`src/rtl/mem_stage_pkg.sv`:
```
// Shared types for the memory-stage load/store unit.
package mem_stage_pkg;

  typedef enum logic [1:0] {
    IDLE = 2'd0,
    REQ  = 2'd1,
    WAIT = 2'd2,
    DONE = 2'd3
  } lsu_state_e;

  typedef enum logic [1:0] {
    MEM_BYTE = 2'd0,
    MEM_HALF = 2'd1,
    MEM_WORD = 2'd2
  } mem_size_e;

  localparam logic [3:0] BE_BYTE = 4'b0001;
  localparam logic [3:0] BE_HALF = 4'b0011;
  localparam logic [3:0] BE_WORD = 4'b1111;

endpackage

```
`src/rtl/mem_stage_lsu_if.sv`:
```
// Data-memory request/response channel between the LSU (master) and data memory (slave).
interface mem_stage_lsu_if;

  logic        req_valid;
  logic        req_ready;
  logic        req_we;
  logic [31:0] req_addr;
  logic [31:0] req_wdata;
  logic [3:0]  req_be;
  logic        rsp_valid;
  logic [31:0] rsp_rdata;

  modport master (
    output req_valid, req_we, req_addr, req_wdata, req_be,
    input  req_ready, rsp_valid, rsp_rdata
  );

  modport slave (
    input  req_valid, req_we, req_addr, req_wdata, req_be,
    output req_ready, rsp_valid, rsp_rdata
  );

endinterface

```
`src/rtl/lsu_lane_align.sv`:
```
// Sub-word lane steering: store byte enables / lane replication, load extract and extend.
// Present only when LSU_SUBWORD_EN is defined.
`ifdef LSU_SUBWORD_EN
module lsu_lane_align
  import mem_stage_pkg::*;
(
  input  logic [1:0]  size,
  input  logic        sign_ext,
  input  logic [1:0]  addr_lo,
  input  logic [31:0] store_data,
  input  logic [31:0] load_raw,
  output logic        misalign_c,
  output logic [3:0]  be_c,
  output logic [31:0] store_lanes_c,
  output logic [31:0] load_data_c
);

  logic [15:0] shifted;

  // Addressed lane moved down to bit 0 for extraction.
  assign shifted = 16'(load_raw >> {addr_lo, 3'b000});

  always_comb begin
    misalign_c    = 1'b0;
    be_c          = BE_WORD;
    store_lanes_c = store_data;
    load_data_c   = load_raw;
    case (mem_size_e'(size))
      MEM_BYTE: begin
        be_c          = 4'(BE_BYTE << addr_lo);
        store_lanes_c = {4{store_data[7:0]}};
        load_data_c   = {{24{sign_ext & shifted[7]}}, shifted[7:0]};
      end
      MEM_HALF: begin
        misalign_c    = addr_lo[0];
        be_c          = 4'(BE_HALF << addr_lo);
        store_lanes_c = {2{store_data[15:0]}};
        load_data_c   = {{16{sign_ext & shifted[15]}}, shifted[15:0]};
      end
      default: misalign_c = (addr_lo != 2'b00);
    endcase
  end

endmodule
`endif

```
`src/rtl/mem_stage_lsu.sv`:
```
// Memory-stage load/store unit: single-outstanding data-memory access with pipeline stall.
// Optional sub-word support via LSU_SUBWORD_EN; otherwise all accesses are whole words.
module mem_stage_lsu
  import mem_stage_pkg::*;
#(
  parameter int unsigned TIMEOUT_CYCLES = 255
) (
  input  logic        clk,
  input  logic        reset,
  input  logic        MemReadM,
  input  logic        MemWriteM,
  input  logic [1:0]  MemSizeM,
  input  logic        MemSignedM,
  input  logic [31:0] ALUOutM,
  input  logic [31:0] WriteDataM,
  output logic [31:0] ReadDataM,
  output logic        StallMem,
  output logic        MisalignM,
  output logic        BusErrM,
  mem_stage_lsu_if.master dmem
);

  localparam int unsigned CNT_W    = (TIMEOUT_CYCLES > 1) ? $clog2(TIMEOUT_CYCLES) : 1;
  localparam int unsigned CNT_LAST = (TIMEOUT_CYCLES == 0) ? 0 : TIMEOUT_CYCLES - 1;

  lsu_state_e       state, state_nxt;
  logic [CNT_W-1:0] cnt;
  logic             err;
  logic             access;
  logic             misalign;
  logic             timeout_hit;
  logic [3:0]       be;
  logic [31:0]      wdata_lane;
  logic [31:0]      load_data;

  assign access      = MemReadM | MemWriteM;
  assign timeout_hit = (TIMEOUT_CYCLES != 0) && (cnt == CNT_W'(CNT_LAST));

`ifdef LSU_SUBWORD_EN
  lsu_lane_align u_lane_align (
    .size          (MemSizeM),
    .sign_ext      (MemSignedM),
    .addr_lo       (ALUOutM[1:0]),
    .store_data    (WriteDataM),
    .load_raw      (dmem.rsp_rdata),
    .misalign_c    (misalign),
    .be_c          (be),
    .store_lanes_c (wdata_lane),
    .load_data_c   (load_data)
  );
`else
  logic unused_size;
  assign unused_size = ^{MemSizeM, MemSignedM};
  assign misalign    = (ALUOutM[1:0] != 2'b00);
  assign be          = BE_WORD;
  assign wdata_lane  = WriteDataM;
  assign load_data   = dmem.rsp_rdata;
`endif

  // State register.
  always_ff @(posedge clk) begin
    if (reset) state <= IDLE;
    else       state <= state_nxt;
  end

  // Next-state logic; both read and write set resolves to a store.
  always_comb begin
    state_nxt = state;
    case (state)
      IDLE:    if (access && !misalign) state_nxt = REQ;
      REQ:     if (dmem.req_ready) state_nxt = MemWriteM ? DONE : WAIT;
      WAIT:    if (dmem.rsp_valid || timeout_hit) state_nxt = DONE;
      DONE:    state_nxt = IDLE;
      default: state_nxt = IDLE;
    endcase
  end

  // Outputs decoded from state; stall must rise in the same cycle the access appears.
  always_comb begin
    StallMem       = 1'b0;
    MisalignM      = 1'b0;
    BusErrM        = 1'b0;
    dmem.req_valid = 1'b0;
    case (state)
      IDLE: begin
        StallMem  = access & ~misalign;
        MisalignM = access & misalign;
      end
      REQ: begin
        StallMem       = 1'b1;
        dmem.req_valid = 1'b1;
      end
      WAIT:    StallMem = 1'b1;
      DONE:    BusErrM  = err;
      default: ;
    endcase
    if (reset) begin
      StallMem  = 1'b0;
      MisalignM = 1'b0;
      BusErrM   = 1'b0;
    end
  end

  assign dmem.req_we    = MemWriteM;
  assign dmem.req_addr  = {ALUOutM[31:2], 2'b00};
  assign dmem.req_wdata = wdata_lane;
  assign dmem.req_be    = be;

  // Load result, wait counter and timeout flag.
  always_ff @(posedge clk) begin
    if (reset) begin
      ReadDataM <= 32'h0;
      cnt       <= '0;
      err       <= 1'b0;
    end else begin
      case (state)
        WAIT: begin
          if (dmem.rsp_valid) begin
            ReadDataM <= load_data;
          end else if (timeout_hit) begin
            ReadDataM <= 32'h0;
            err       <= 1'b1;
          end else begin
            cnt <= cnt + CNT_W'(1);
          end
        end
        DONE: begin
          cnt <= '0;
          err <= 1'b0;
        end
        default: ;
      endcase
    end
  end

endmodule
```
`src/flat_wrapper.sv`:
```
// flat-port wrapper written by rule: the top's interface ports become plain ports
module mem_stage_lsu_flat import mem_stage_pkg::*;
#(
  parameter int unsigned TIMEOUT_CYCLES = 255
)
  (clk, reset, MemReadM, MemWriteM, MemSizeM, MemSignedM, ALUOutM, WriteDataM, ReadDataM, StallMem, MisalignM, BusErrM, dmem_req_valid, dmem_req_we, dmem_req_addr, dmem_req_wdata, dmem_req_be, dmem_req_ready, dmem_rsp_valid, dmem_rsp_rdata);
  mem_stage_lsu_if dmem_i ();
  input  logic clk;
  input  logic reset;
  input  logic MemReadM;
  input  logic MemWriteM;
  input  logic [1:0] MemSizeM;
  input  logic MemSignedM;
  input  logic [31:0] ALUOutM;
  input  logic [31:0] WriteDataM;
  output logic [31:0] ReadDataM;
  output logic StallMem;
  output logic MisalignM;
  output logic BusErrM;
  output wire logic [$bits(dmem_i.req_valid)-1:0] dmem_req_valid;
  output wire logic [$bits(dmem_i.req_we)-1:0] dmem_req_we;
  output wire logic [$bits(dmem_i.req_addr)-1:0] dmem_req_addr;
  output wire logic [$bits(dmem_i.req_wdata)-1:0] dmem_req_wdata;
  output wire logic [$bits(dmem_i.req_be)-1:0] dmem_req_be;
  input wire logic [$bits(dmem_i.req_ready)-1:0] dmem_req_ready;
  input wire logic [$bits(dmem_i.rsp_valid)-1:0] dmem_rsp_valid;
  input wire logic [$bits(dmem_i.rsp_rdata)-1:0] dmem_rsp_rdata;
  assign dmem_req_valid = dmem_i.req_valid;
  assign dmem_req_we = dmem_i.req_we;
  assign dmem_req_addr = dmem_i.req_addr;
  assign dmem_req_wdata = dmem_i.req_wdata;
  assign dmem_req_be = dmem_i.req_be;
  assign dmem_i.req_ready = dmem_req_ready;
  assign dmem_i.rsp_valid = dmem_rsp_valid;
  assign dmem_i.rsp_rdata = dmem_rsp_rdata;
  mem_stage_lsu #(.TIMEOUT_CYCLES(TIMEOUT_CYCLES)) u_core (.clk(clk), .reset(reset), .MemReadM(MemReadM), .MemWriteM(MemWriteM), .MemSizeM(MemSizeM), .MemSignedM(MemSignedM), .ALUOutM(ALUOutM), .WriteDataM(WriteDataM), .ReadDataM(ReadDataM), .StallMem(StallMem), .MisalignM(MisalignM), .BusErrM(BusErrM), .dmem(dmem_i));
endmodule
```
`config.mk`:
```
export PLATFORM = sky130hd
export DESIGN_NAME = mem_stage_lsu_flat
export DESIGN_NICKNAME = d
export VERILOG_FILES = /design/src/rtl/mem_stage_pkg.sv /design/src/rtl/mem_stage_lsu_if.sv /design/src/rtl/lsu_lane_align.sv /design/src/rtl/mem_stage_lsu.sv /design/src/flat_wrapper.sv
export SDC_FILE = /design/constraint.sdc
export NUM_CORES = 1
export LEC_CHECK = 0
export CAP_MARGIN = 40
export CELL_PAD_IN_SITES_DETAIL_PLACEMENT = 1
export CELL_PAD_IN_SITES_GLOBAL_PLACEMENT = 2
export CORE_UTILIZATION = 17
export DETAILED_ROUTE_END_ITERATION = 10
export PLACE_DENSITY_LB_ADDON = 0.1
export SETUP_SLACK_MARGIN = 0.3
export SYNTH_ARGS = -nofsm -noshare
export SYNTH_HDL_FRONTEND = slang
export SYNTH_HIERARCHICAL = 1
export SYNTH_SLANG_ARGS = --single-unit
```
`constraint.sdc`:
```
create_clock -name clk -period 3.95 [get_ports clk]
set_clock_uncertainty 0.05 [all_clocks]
set_input_delay 0.5925 -clock clk [delete_from_list [all_inputs] [get_ports clk]]
set_output_delay 0.5925 -clock clk [all_outputs]
set_load 0.05 [all_outputs]
```
==> metrics.txt, run 1 <==
status finished clean; final cell utilization of the core 0.223; Startpoint Class input port; Worst-path clk slew ~0.06 ns; Layout Cells excl Fill 420; post-synth top area cell dfxtp_1; die width between 100 and 150 µm; most frequent cells in the layout 76 x clkdlybuf4s50_1, 43 x dfxtp_1, 32 x a22o_1, 10 x a21oi_1; met2 global-route usage 0.130; Die Y between 100 and 150 µm; Place WS a little over 0.8 ns; post-synth top area share 0.378; Root Driver clkbuf_16; Multi-input gate area 832 µm²; post-DP HPWL 4160 µm; core area approximately 0.013 mm²; Crit Path Max Fanout 4; setup ws final about 0.84 ns; CP Launch Point MemWriteM; total track usage 0.0874; pwr/cell area about 470 mW/mm²; Seq pwr share 0.363; # clock sinks 43; met3 Use GR 0.0334; Fin Setup TNS 0 ns; CTS buffer count 5; final hold slack between 0.4 and 0.5 ns; RSZ-0062 raised after global routing no; busiest grt layer met2; crit path DAT between 2 and 2.5 ns; Synth Area per Inst 9.64 µm²; largest net degree at the start of global routing 33; Placed Instances 412; commonest non-fill, non-tap cell in the layout clkdlybuf4s50_1; reg2reg setup slack ~2 ns; synth warn 6; first-pass GRT wire length around 9500 µm; total power 1.35 mW; Hold Path Class flip-flop to flip-flop; Reg area 861 µm²; # IOs 210; Clock power frac 0.318; GPL Wtd Cong roughly 0.66; Synth Flop Type dfxtp_1; post-CTS resize count 0; number of setup violations in the final report 0; Max Cap Viol 0; Hold Vio Cnt, Final 0; DRT antenna net count 0; WHS Endpoint u_core/ReadDataM[2]; Peak Freq about 0.32 GHz; Buffers on Ports 76; # Post-CTS Setup Buffers 0; Vias per Instance roughly 3.9; post-synthesis sequential area ratio 0.378; TritonCTS clock tree done; DR iter-0 viols 30; hold_buf cts 0; met1 usage 0.112; DRC Markers 0; Initial Util 0.177; TritonRoute pass-1 iters 4; area grow syn2layout 25.5%; share of layout cells above drive strength 1 0.0726; Setup CP Type input port to primary output; total global routing overflow 0; asr flop ratio synth 0; Sw Ratio 0.358; Synth Register Bits 43; synth top area cells dfxtp_1 38%, buf_4 23%, a22o_1 12%; antenna violations before repair 0; R2R depth 6; Cell variety after synth 41; peak supply drop 0.186 mV; Slew Viols, Final 0; FILL cells 1474; Gate power share 0.319; number of synthesized flops with an enable pin 0; worst slew pin tran between 0.5 and 0.6 ns; vias in the first global route 1638; min-delay src u_core/ReadDataM[2]; fin nets 359; FP Rows 41; clk_lat worst skew roughly 0.29 ns; NetSw between 400 and 500 µW; H-tree levels 2; fin area about 0.0029 mm²; Final Cycle Share 0.787; Hold Path Cell Cnt 1; worst r2r dst u_core/cnt[7]; DR WL/cell around 14 µm; P_int around 860 µW; WP data required 3.31 ns; via count ~1600; leak pwr 1.01 nW; Max-slew headroom 0.615; fin crit period 3.11 ns; Ant. Diodes 0; synthesized cell area roughly 0.0023 mm²; final wirelength 5890 µm; r2r startpoint u_core/state[0]; CTS Buffer Depth 2; CP endpoint kind primary output; placed cell area roughly 0.0027 mm²; Die Footprint ~0.014 mm²; synthesized instance count roughly 240
==> Yosys cell counts, drive strengths merged, types with 4 or more instances <==
master / number
nor3: 4
dfxtp: 43
nand4: 4
nand2: 4
inv: 4
buf: 75
clkbuf: 4
o21ai: 8
a22o: 32
ha: 7
a21oi: 11
nor2: 7
==> area by class of cell <==
type,instances,share of cell area
repair buffers,79,0.274
clock inverters,3,0.00833
multi-input cells,114,0.291
flip-flops and latches,43,0.301
clock buffers,5,0.0438
well taps,172,0.0754
inverters,4,0.00526
==> power by group through the flow <==
stage                     registers (mW)  logic (mW)  clock network, mW
after global placement             0.498       0.440                  0
final                              0.489       0.430              0.429
after CTS                          0.489       0.438              0.463
after floorplan                    0.582       0.377                  0
after global routing               0.494       0.463              0.472
after detailed placement           0.499       0.436                  0
==> worst max path at each step <==
stage / end / slack [ns] / cells past startpoint
3_3_place_gp: StallMem / 0.81 / 6
6_report: StallMem / 0.84 / 6
2_1_floorplan: StallMem / 1.40 / 6
3_5_place_dp: StallMem / 0.83 / 6
5_1_grt: StallMem / 0.70 / 6
4_1_cts: StallMem / 0.81 / 6
==> worst max-delay path, cell delays in order <==
cell and delay, ns:
clkdlybuf4s50_1 0.52, o21ai_0 0.14, nor3_1 0.16, nor2_1 0.06, nor3_1 0.15, clkdlybuf4s50_1 0.84
==> cell families (layout without fill, tap and decap cells) <==
logic type                 count (synthesis)  count (layout)  share of synthesized area
AOI/OAI and AO/OA                         64              64                      0.218
adders and majority gates                  7               7                     0.0385
buffers and inverters                     83              91                      0.263
DFF                                       43              43                      0.378
other                                      2               6                    0.00330
and+or+nand+nor                           37              37                     0.0995
==> routing by layer <==
layer	vias up	part of all wire
met3	14	0.085
met5	-	0
met2	61	0.42
li1	784	-
met1	766	0.48
met4	0	0.016
==> state kept, by name (all words and copies together), names as in the netlist <==
register and cells:
u_core/ReadDataM 32, u_core/cnt 8, u_core/state 2, u_core/err 1
Note: power is estimated with default switching activity, not from simulation.
==> inputs of run 2 (changes only) <==
--- a/config.mk
+++ b/config.mk
@@ -8,7 +8,7 @@
 export CAP_MARGIN = 40
 export CELL_PAD_IN_SITES_DETAIL_PLACEMENT = 1
 export CELL_PAD_IN_SITES_GLOBAL_PLACEMENT = 2
-export CORE_UTILIZATION = 17
+export CORE_UTILIZATION = 14
 export DETAILED_ROUTE_END_ITERATION = 10
 export PLACE_DENSITY_LB_ADDON = 0.1
 export SETUP_SLACK_MARGIN = 0.3
==> constraint.sdc (replaced) <==
create_clock -name clk -period 2.6 [get_ports clk]
set_clock_uncertainty 0.05 [all_clocks]
set_input_delay 0.39 -clock clk [delete_from_list [all_inputs] [get_ports clk]]
set_output_delay 0.39 -clock clk [all_outputs]
set_load 0.05 [all_outputs]
==> run 2 against run 1 <==
Net effect: routed wire length up 8.2%; sequential share of layout area down 0.96 points; first-iteration DRC count up 27%; cell area up 3.3%; highest routed layer unchanged.
==> metrics.txt, run 2 (synthesis gave the netlist of run 1 again) <==
status finished clean; CP Buf/Inv Count 2 (unchanged); Final Cycle Share 0.844; DRT antenna net count 0 (unchanged); Max Cap Viol 0 (unchanged); fin crit period 2.19 ns; CP delay by family, top buffers and inverters; fin nets 359 (unchanged); Sw Ratio 0.353 (-0.00482); Seq pwr share 0.359 (-0.004); Vias per Instance 3.57 (-7.8%); H-tree levels 2 (unchanged); total track usage 0.0763 (-0.0111); Startpoint Class input port; Root Driver clkbuf_16; final cell utilization of the core 0.186 (-0.0370); worst r2r dst u_core/cnt[7]; post-CTS resize count 0 (unchanged); WP data required 2.16 ns (-1.15 ns); Fin Setup TNS 0 ns (unchanged); Biggest register u_core/ReadDataM; # IOs 210 (unchanged); Setup CP Type input port to primary output; DR WL/cell 13.7 µm (-2.1%); Place WS 0.403 ns (-0.429 ns); core area 0.0159 mm² (+24%); TritonCTS clock tree done; Hold Vio Cnt, Final 0 (unchanged); FILL cells 1851 (+26%); Hold Path Cell Cnt 1 (unchanged); hold_buf cts 0 (unchanged); setup ws final 0.406 ns (-0.434 ns); DR iter-0 viols 38 (+27%); RSZ-0062 raised after global routing no; CP endpoint kind primary output; Worst-path clk slew 0.06 ns (about the same); peak supply drop 0.186 mV (+0.30%); share of layout cells above drive strength 1 0.0806 (+0.00806); WHS Endpoint u_core/ReadDataM[18]; r2r startpoint u_core/state[0]; total global routing overflow 0 (unchanged); antenna violations before repair 0 (unchanged); crit path DAT 1.75 ns (-0.72 ns); post-DP HPWL 4450 µm (+6.8%); Layout Cells excl Fill 464 (+10%); leak pwr 1.04 nW (+3.8%); max FFs per register 32 (unchanged); Die Y 130 µm (+10%); Die Footprint 0.0168 mm² (+21%); number of setup violations in the final report 0 (unchanged); most frequent CP cell clkdlybuf4s50_1; NetSw 731 µW (+51%); CTS Buffer Depth 2 (unchanged); pwr/cell area 701 mW/mm² (+48%); worst-path cell chain clkdlybuf4s50_1 > clkdlybuf4s50_1; Peak Freq around 0.46 GHz; GPL Wtd Cong 0.614 (-7.0%); Buffers on Ports 76 (unchanged); first-pass GRT wire length 9730 µm (+2.2%); R2R depth 6 (unchanged); clk_lat worst skew 0.29 ns (about the same); commonest non-fill, non-tap cell in the layout clkdlybuf4s50_1; slowest CP cell clkdlybuf4s50_1; Slew Viols, Final 0 (unchanged); via count 1655 (+1.8%); area grow syn2layout 29.6%; # Post-CTS Setup Buffers 0 (unchanged); vias in the first global route 1765 (+7.8%); DRC Markers 0 (unchanged); Initial Util 0.143 (-0.0342); FP Rows 46 (+12%); Ant. Diodes 0 (unchanged); die width 130 µm (+10%); most frequent cells in the layout 72 x clkdlybuf4s50_1, 43 x dfxtp_1, 32 x a22o_1, 10 x a21oi_1; Placed Instances 456 (+11%); Max-slew headroom 0.602 (-0.0137); Clock power frac 0.303 (-0.015); Hold Path Class flip-flop to flip-flop; worst slew pin tran 0.596 ns (+0.0204 ns); P_int 1.34 mW (+54%); final wirelength 6370 µm (+8.2%); reg2reg setup slack 0.66 ns (-1.33 ns); largest registers u_core/ReadDataM: 32 flops, u_core/cnt: 8 flops, u_core/state: 2 flops; Crit Path Max Fanout 4 (unchanged); CTS buffer count 5 (unchanged); TritonRoute pass-1 iters 2 (-2); min-delay src u_core/ReadDataM[18]; slowest stage delay, CP 0.83 ns (about the same); largest net degree at the start of global routing 33 (unchanged); Gate power share 0.338 (+0.019); # clock sinks 43 (unchanged)
==> run 2: cell count changes in the layout (fill, tap and decap cells not counted), sizes merged <==
cell and delta:
clkbuf +2, clkinvlp -2, clkdlybuf4s50 -4, inv -1, clkinv +1, dlymetal6s2s +1, buf +3
==> run 2: cell type report <==
| class | count | area [µm²] | share of cell area |
|---|---|---|---|
| multi-input combinational | 114 | 837 | 0.284 |
| timing repair buffer | 79 | 828 | 0.281 |
| clock inverter | 1 | 5.00 | 0.00170 |
| sequential | 43 | 861 | 0.292 |
| inverter | 4 | 15.0 | 0.00509 |
| tap | 216 | 270 | 0.0916 |
| clock buffer | 7 | 133 | 0.0450 |
==> run 2: worst max-delay path by stage <==
stage	slack (ns)	cells past startpoint	from	end
3_3_place_gp	0.41	2	MemWriteM	dmem_req_we
2_1_floorplan	0.38	4	u_core/state[0]	MisalignM
6_report	0.41	2	MemWriteM	dmem_req_we
3_5_place_dp	0.40	2	MemWriteM	dmem_req_we
4_1_cts	0.30	3	u_core/state[1]	dmem_req_valid
5_1_grt	0.31	7	u_core/state[0]	StallMem
==> run 2: routing by layer <==
metal  vias up  global-route usage  part of all wire
met3        20              0.0268             0.089
met5         -                   0                 0
met4         0              0.0390             0.021
met2        72               0.114              0.41
li1        783                   -                 -
met1       780              0.0968              0.48
==> run 2: per-stage QoR <==
stage          hold WS (ns)  cell area, µm²  total power, mW
2_1_floorplan         0.420            2300             1.46
3_3_place_gp          0.411            2810             1.47
3_5_place_dp          0.413            2810             1.47
4_1_cts               0.433            2950             2.12
5_1_grt               0.449            2950             2.19
6_report              0.427            2950             2.07
==> run 2: power groups by stage <==
stage                     clock network [mW]  logic, mW  registers [mW]
after floorplan                            0      0.577           0.883
after global placement                     0      0.711           0.756
after detailed placement                   0      0.708           0.758
after CTS                              0.666      0.712           0.743
after global routing                   0.686      0.758           0.748
final                                  0.627      0.699           0.741
==> inputs of run 3 (changes only) <==
==> constraint.sdc (replaced) <==
create_clock -name clk -period 1.9 [get_ports clk]
set_clock_uncertainty 0.05 [all_clocks]
set_input_delay 0.285 -clock clk [delete_from_list [all_inputs] [get_ports clk]]
set_output_delay 0.285 -clock clk [all_outputs]
set_load 0.05 [all_outputs]
==> run 3 against run 2 <==
Net effect: critical path depth rose by 4; cell area is 20% higher; via count increased by 10%; setup slack worse by 0.40 ns; sequential share of layout area down 4.7 points; global-route usage about the same; cell count is 7.5% higher; clock power up 82%; utilization rose by 3.8 points; largest cell class is now buffers; flip-flop and latch count is the same.
==> metrics.txt, run 3 (synthesis gave the netlist of run 1 again) <==
clk_lat worst skew 0.29 ns (about the same); most frequent cells in the layout 40 x dfxtp_1, 39 x clkdlybuf4s50_1, 32 x a22o_1, 30 x dlygate4sd2_1, 26 x buf_4; GPL Wtd Cong 0.643 (+4.8%); Slew Viols, Final 0 (unchanged); RSZ-0062 raised after global routing yes; FILL cells 1844 (-0.38%); TritonRoute pass-1 iters 3 (+1); total global routing overflow 0 (unchanged); DR iter-0 viols 48 (+26%); DRC Markers 0 (unchanged); Ant. Diodes 0 (unchanged); leak pwr 1.44 nW (+37%); Die Y 130 µm (unchanged); core area 0.0159 mm² (unchanged); r2r startpoint u_core/state[0]; FP Rows 46 (unchanged); number of setup violations in the final report 0 (unchanged); Biggest register u_core/ReadDataM; CTS Buffer Depth 2 (unchanged); final wirelength 6470 µm (+1.6%); Buffers on Ports 76 (unchanged); commonest non-fill, non-tap cell in the layout dfxtp_1; CP Launch Point MemWriteM; H-tree levels 2 (unchanged); post-DP HPWL 4130 µm (-7.2%); Worst-path clk slew 0.06 ns (about the same); Max-slew headroom 0.653 (+0.0512); first-pass GRT wire length 9610 µm (-1.2%); TritonCTS clock tree done; Setup CP Type input port to primary output; hold_buf cts 0 (unchanged); # IOs 210 (unchanged); final hold slack 0.423 ns (-0.00338 ns); Die Footprint 0.0168 mm² (unchanged); placed cell area 0.00295 mm² (+4.9%); # clock sinks 43 (unchanged); CP endpoint kind primary output; DRT antenna net count 0 (unchanged); worst slew pin tran 0.523 ns (-0.0729 ns); min-delay src u_core/ReadDataM[8]; CTS buffer count 5 (unchanged); largest net degree at the start of global routing 33 (unchanged); area grow syn2layout 56.1%; crit path DAT 1.56 ns (-0.19 ns); fin area 0.00355 mm² (+20%); max FFs per register 32 (unchanged); peak supply drop 0.358 mV (+92%); Placed Instances 467 (+2.4%); Startpoint Class input port; Root Driver clkbuf_16; Crit Path Max Fanout 4 (unchanged); pwr/cell area 1020 mW/mm² (+46%); vias in the first global route 1827 (+3.5%); total track usage 0.0766 (+0.000237); fin nets 394 (+9.7%); Hold Path Class flip-flop to flip-flop; share of layout cells above drive strength 1 0.350 (+0.269); Layout Cells excl Fill 499 (+7.5%); Vias per Instance 3.66 (+2.6%); fin crit period 1.89 ns; Max Cap Viol 0 (unchanged); Initial Util 0.143 (unchanged); WP data required 1.56 ns (-0.60 ns); die width 130 µm (unchanged); Final Cycle Share 0.997; largest registers u_core/ReadDataM: 32 flops, u_core/cnt: 8 flops, u_core/state: 2 flops; DR WL/cell 13.0 µm (-5.6%); Hold Vio Cnt, Final 0 (unchanged); status finished clean; Peak Freq 0.528 GHz; via count 1826 (+10%); antenna violations before repair 0 (unchanged)
## run 3: through the flow
step                      total power [mW]  setup WS [ns]  setup TNS (ns)   util
after CTS                             3.56        -0.0647         -0.0798  0.213
after floorplan                       2.02          0.210               0      -
after global routing                  3.84        -0.0588          -0.617  0.224
after global placement                2.13         0.0112               0  0.185
after detailed placement              2.12         0.0175               0  0.185
final                                 3.63        0.00592               0  0.224
## run 3: per-layer routing
layer,up-vias,global-route usage,share of wire
met5,-,0,0
met4,0,0.0438,0.021
met2,71,0.125,0.47
met1,880,0.0882,0.43
met3,17,0.0248,0.069
li1,858,-,-
## run 3: layout make-up
type,count,area (µm²),area share
clock buffers,5,125,0.0352
flip-flops and latches,43,870,0.245
clock inverters,3,67.6,0.0190
well taps,216,270,0.0761
repair buffers,113,1120,0.315
multi-input cells,115,1080,0.305
inverters,4,15.0,0.00423
## run 3: path summary, 6_finish.rpt
check / end / depth (start not counted) / slack (ns)
max reg2reg: u_core/ReadDataM[29] / 10 / 0.04
min reg2reg: u_core/ReadDataM[8] / 1 / 0.42
max: MisalignM / 6 / 0.006
min: u_core/ReadDataM[8] / 1 / 0.42
## run 3: critical path, stage by stage
cell and delay (ns):
clkdlybuf4s50_1 0.60, o21ai_4 0.10, buf_6 0.12, buf_6 0.10, nor3_4 0.19, buf_12 0.16
## run 3: where the power goes
part / total (mW) / switching [mW] / leakage (nW) / internal (mW)
clock: 1.14 / 0.390 / 0.0900 / 0.754
sequential: 1.01 / 0.0380 / 0.349 / 0.976
combinational: 1.47 / 0.760 / 0.996 / 0.710
## run 3: what timing repair did
action / 4_1_cts / 5_1_grt
resized for setup: 65 / 23
cloned: 1 / 0
buffers inserted: 14 / 9
endpoints found under the setup margin: 76 / 47
pin swaps: 24 / 18
